==> config.mk <==
export PLATFORM = sky130hd
export DESIGN_NAME = tdm_demux
export DESIGN_NICKNAME = d
export VERILOG_FILES = /design/src/rtl/tdm_pkg.sv /design/src/rtl/tdm_slot_counter.sv /design/src/rtl/tdm_demux.sv
export SDC_FILE = /design/constraint.sdc
export NUM_CORES = 1
export LEC_CHECK = 0
export CAP_MARGIN = 10
export CORE_ASPECT_RATIO = 2
export CORE_MARGIN = 2
export CORE_UTILIZATION = 50
export DETAILED_ROUTE_END_ITERATION = 8
export GPL_TIMING_DRIVEN = 0
export MAX_ROUTING_LAYER = met4
export PLACE_DENSITY = 0.8
export SYNTH_ARGS = -nofsm -noshare
export SYNTH_HDL_FRONTEND = slang
export SYNTH_SLANG_ARGS = --single-unit
==> constraint.sdc <==
create_clock -name clk -period 4.8 [get_ports clk]
set_clock_uncertainty 0.15 [all_clocks]
set_input_delay 1.44 -clock clk [delete_from_list [all_inputs] [get_ports clk]]
set_output_delay 1.44 -clock clk [all_outputs]
set_load 0.03 [all_outputs]
==> src/rtl/tdm_pkg.sv <==
// Shared TDM link definitions.
// Used by the receive demux and the transmit-side serialiser.
package tdm_pkg;

  localparam int NUM_CH_DEF = 4;
  localparam int DATA_W_DEF = 8;

  typedef enum logic {
    HUNT,
    LOCKED
  } state_t;

  function automatic int slot_w(input int n);
    return (n <= 2) ? 1 : $clog2(n);
  endfunction

endpackage

==> src/rtl/tdm_slot_counter.sv <==
// Mod-NUM_CH slot counter.
// Priority: clear, then load-to-1, then advance.
module tdm_slot_counter
  import tdm_pkg::*;
#(
  parameter int NUM_CH = NUM_CH_DEF,
  parameter int SW     = slot_w(NUM_CH_DEF)
) (
  input  logic          clk,
  input  logic          rst_n,
  input  logic          adv,
  input  logic          load1,
  input  logic          clr,
  output logic [SW-1:0] slot,
  output logic          is_last
);

  localparam logic [SW-1:0] LAST = SW'(NUM_CH - 1);
  localparam logic [SW-1:0] ONE  = SW'(1);

  assign is_last = (slot == LAST);

  always_ff @(posedge clk or negedge rst_n) begin
    if (!rst_n) begin
      slot <= '0;
    end else if (clr) begin
      slot <= '0;
    end else if (load1) begin
      slot <= ONE;
    end else if (adv) begin
      slot <= is_last ? '0 : slot + ONE;
    end
  end

endmodule

==> src/rtl/tdm_demux.sv <==
// TDM receive demux: locks to frame_sync,
// steers beats to per-channel holding registers.
module tdm_demux
  import tdm_pkg::*;
#(
  parameter int NUM_CH = NUM_CH_DEF,
  parameter int DATA_W = DATA_W_DEF
) (
  input  logic                     clk,
  input  logic                     rst_n,
  input  logic [DATA_W-1:0]        din,
  input  logic                     din_valid,
  input  logic                     frame_sync,
  output logic [NUM_CH*DATA_W-1:0] dout,
  output logic [NUM_CH-1:0]        dout_valid,
  output logic                     frame_done,
  output logic                     locked,
  output logic                     sync_err
);

  localparam int SW = slot_w(NUM_CH);

  state_t        state;
  logic [SW-1:0] slot;
  logic          is_last;
  logic          in_lock;
  logic          slot0;
  logic          cap0;
  logic          capn;
  logic          miss;

  assign in_lock = (state == LOCKED);
  assign slot0   = (slot == '0);

  // A synced beat always starts a frame, even mid-frame.
  assign cap0 = din_valid && frame_sync;
  assign capn = din_valid && !frame_sync && in_lock && !slot0;
  assign miss = din_valid && !frame_sync && in_lock && slot0;

  tdm_slot_counter #(
    .NUM_CH (NUM_CH),
    .SW     (SW)
  ) u_slot (
    .clk     (clk),
    .rst_n   (rst_n),
    .adv     (capn),
    .load1   (cap0),
    .clr     (miss),
    .slot    (slot),
    .is_last (is_last)
  );

  always_ff @(posedge clk or negedge rst_n) begin
    if (!rst_n) begin
      state      <= HUNT;
      dout       <= '0;
      dout_valid <= '0;
      frame_done <= 1'b0;
      locked     <= 1'b0;
      sync_err   <= 1'b0;
    end else begin
      dout_valid <= '0;
      frame_done <= 1'b0;
      sync_err   <= 1'b0;
      unique case (1'b1)
        cap0: begin
          dout[0 +: DATA_W] <= din;
          dout_valid[0]     <= 1'b1;
          sync_err          <= in_lock && !slot0;
          state             <= LOCKED;
          locked            <= 1'b1;
        end
        capn: begin
          dout[slot*DATA_W +: DATA_W] <= din;
          dout_valid[slot]            <= 1'b1;
          frame_done                  <= is_last;
        end
        miss: begin
          sync_err <= 1'b1;
          state    <= HUNT;
          locked   <= 1'b0;
        end
        default: ;
      endcase
    end
  end

endmodule

==> metrics.yaml <==
vias: 1463
cts_buffers: 5
crit_chain: "clkdlybuf4s50_1"
combPwrFrac_pct: 46.9
period_share_pct: 63.4
grt_pass1_vias: 1530
dr.first_iter.drc_count: 37
worstRegToRegCells: 5
dp_hpwl_um: 3200
internal_power_uw: 898
htree_levels: 2
viasPerCell: 5.61
whs_path_depth: 1
utilization_pct: 72.2
syn-num-nets: 174
whs_endpoint: "dout[6]"
grt.total_usage_pct: 24.5
startpoint: "in_lock"
multi_input_area_um2: 658
final_cells: 261
setup_viol: 0
synthMuxAreaShare_pct: 1.67
fin_setup_tns_ns: 0
ir_drop_mv: 0.387
synth_xor_area_share_pct: 0.486
pre_cts_slack_ns: 1.47
synth_area_um2: 1800
synth-simple-area-share_pct: 12.7
rsz0062_at_grt: "false"
power.leakage_uw: 0.00116
max_stage_delay_ns: 0.72
required_ns: 3.21
die-area_um2: 4130
die_y_um: 88.9
cts_setup_buffers: 0
num_antenna_cells: 0
coreArea_um2: 3420
max_freq_mhz: 329
clk_pin_slew_ns: 0.07
placed_cell_area_um2: 2360
synth.largest_area_cell: "dfrtp_1"
cp.arrival_ns: 1.45
clock-sinks: 40
start_kind: "flip-flop"
wl_per_cell_um: 16.6
regArea_um2: 1000
antenna_found_initial: 0
r2r_setup_slack_ns: 2.33
min_from: "dout[6]"
endpoint_kind: "primary output"
gr-usage-met3_pct: 4.04
grt.busiest_layer: "met2"
grt_util_met1_pct: 26.2
start_util_pct: 52.7
clk_latency_ns: 0.29
p_seq_share_pct: 34.8
synthTopCellsByArea: "dfrtp_1, ha_1, nand4_1"
drive_gt1_share_pct: 12.7
critPathBufInv: 1
clockPowerShare_pct: 18.3
ys_seq_elements: 40
switching_power_uw: 589
cpMaxStageDelayCell: "clkdlybuf4s50_1"
powerDensity_nw_per_um2: 603
regToRegStartpoint: "u_slot.slot[0]"
io_buffer_count: 50
design_area_um2: 2460
ctsResizeCount: 0
drt_wl_total_um: 4320
setup_ws_ns: 1.76
hp-class: "flip-flop to flip-flop"
grt-ovfl-total: 0
drv_cap: 0
worst_pin_slew_ns: 0.875
area_growth_pct: 36.8
num_rows: 30
dp.cells: 253
cp_top_family: "buffers and inverters"
synth_top_family_by_area: "compound AO/OA/AOI/OAI gates"
ys_warn_count: 0
outcome: "finished, final reports clean"
grt_max_degree: 41
cts_tree: "built"
cts_hold_buf: 0
fp.dieW_um: 46.4
slew_headroom_pct: 41.7
pin_count: 51
ys.flop_type: "dfrtp_1"
finalCriticalPeriod_ns: 3.04
synthTopCellsByCount: "dfrtp_1, inv_1, o21ai_0"
async_flop_share_pct: 100
slew_violations: 0
yosysSeqAreaShare_pct: 55.6
synthAdderAreaFrac_pct: 4.86
critPathKind: "flip-flop to primary output"
ant_nets: 0
synth_compound_area_share_pct: 16.8
ys_types: 29
clockBufferDepth: 2
drc_errors: 0
cp_max_fo: 7
yosysMostFrequentCell: "dfrtp_1"
nNetsFinal: 231
synth_edf_count: 0
synth_top_cell_area_share_pct: 55.6
netlist_instances: 155
finalHoldViolCount: 0
r2r_end: "dout[20]"
fillers: 250
grt.met2_usage_pct: 40.8
avgSynthCellArea_um2: 11.6
power.switching_fraction_pct: 39.6
grt_pass1_wl_um: 7030
drtPass1Iterations: 4
place_congestion: 0.820
cts-root-buf: "clkbuf_8"
[flip-flops by register name (all words and copies together), names as in the netlist]
| signal | cells |
|---|---|
| dout | 32 |
| dout_valid | 4 |
| u_slot.slot | 2 |
| in_lock | 1 |
| sync_err | 1 |
[per-layer routing]
metal	part of all wire, %	vias up	wire, um
li1	-	659	-
met1	37	743	1590
met2	56	45	2410
met3	3.7	16	159
met4	3.8	0	163
met5	0	-	0
[area by class of cell]
type	instances	area share (%)
Sequential cell	40	40.6
Multi-Input combinational cell	87	26.7
Timing Repair Buffer	50	20.1
Buffer	12	3.35
Clock buffer	6	2.94
Inverter	16	2.44
Tap cell	48	2.44
Clock inverter	2	1.42
[cell families after synthesis]
| family | after synthesis |
|---|---|
| buffers and inverters | 28 |
| DFF | 40 |
| adders and majority gates | 7 |
| and+or+nand+nor | 34 |
| AOI/OAI and AO/OA | 43 |
| muxes | 2 |
| xor gates and xnor gates | 1 |
[worst max-delay path by stage]
| stage | slack, ns | cells after the start | end |
|---|---|---|---|
| 2_1_floorplan | 2.14 | 5 | dout[10] |
| 3_3_place_gp | 1.30 | 1 | dout[4] |
| 3_5_place_dp | 1.47 | 6 | dout[12] |
| 4_1_cts | 1.75 | 1 | locked |
| 5_1_grt | 1.71 | 1 | locked |
| 6_report | 1.76 | 1 | locked |
[power groups by stage]
stage / Combinational (uW) / Sequential, uW / Clock, uW
finish: 698 / 517 / 272
global route: 749 / 530 / 286
CTS: 702 / 518 / 275
detailed placement: 699 / 524 / 0
global placement: 685 / 516 / 0
floorplan: 209 / 720 / 0
[metrics by stage]
stage | hold WS, ns | total power [uW]
final | 0.362 | 1490
after global routing | 0.371 | 1570
after CTS | 0.365 | 1500
after detailed placement | 0.340 | 1220
after global placement | 0.333 | 1200
after floorplan | 0.412 | 928
[cell usage in the layout (no fill, tap or decap), types with 2 or more instances in the layout]
cell type        synthesis  routed
a21boi_0                 8       8
a22o_1                   9       9
a31o_2                   7       7
and2_1                   5       5
and3_1                   2       2
and3b_1                  2       2
buf_2                    2       3
buf_4                    2       2
buf_6                    2       2
clkbuf_1                 3       4
clkbuf_8                 0       5
clkdlybuf4s50_1          0      49
dfrtp_1                 40      40
ha_1                     7       7
inv_1                   16      16
mux2_4                   2       2
nand2_1                  4       4
nand4_1                 14      14
nor2_1                   2       2
nor3b_1                  2       2
o21ai_0                 16      16
(Power assumes the default switching activity.)
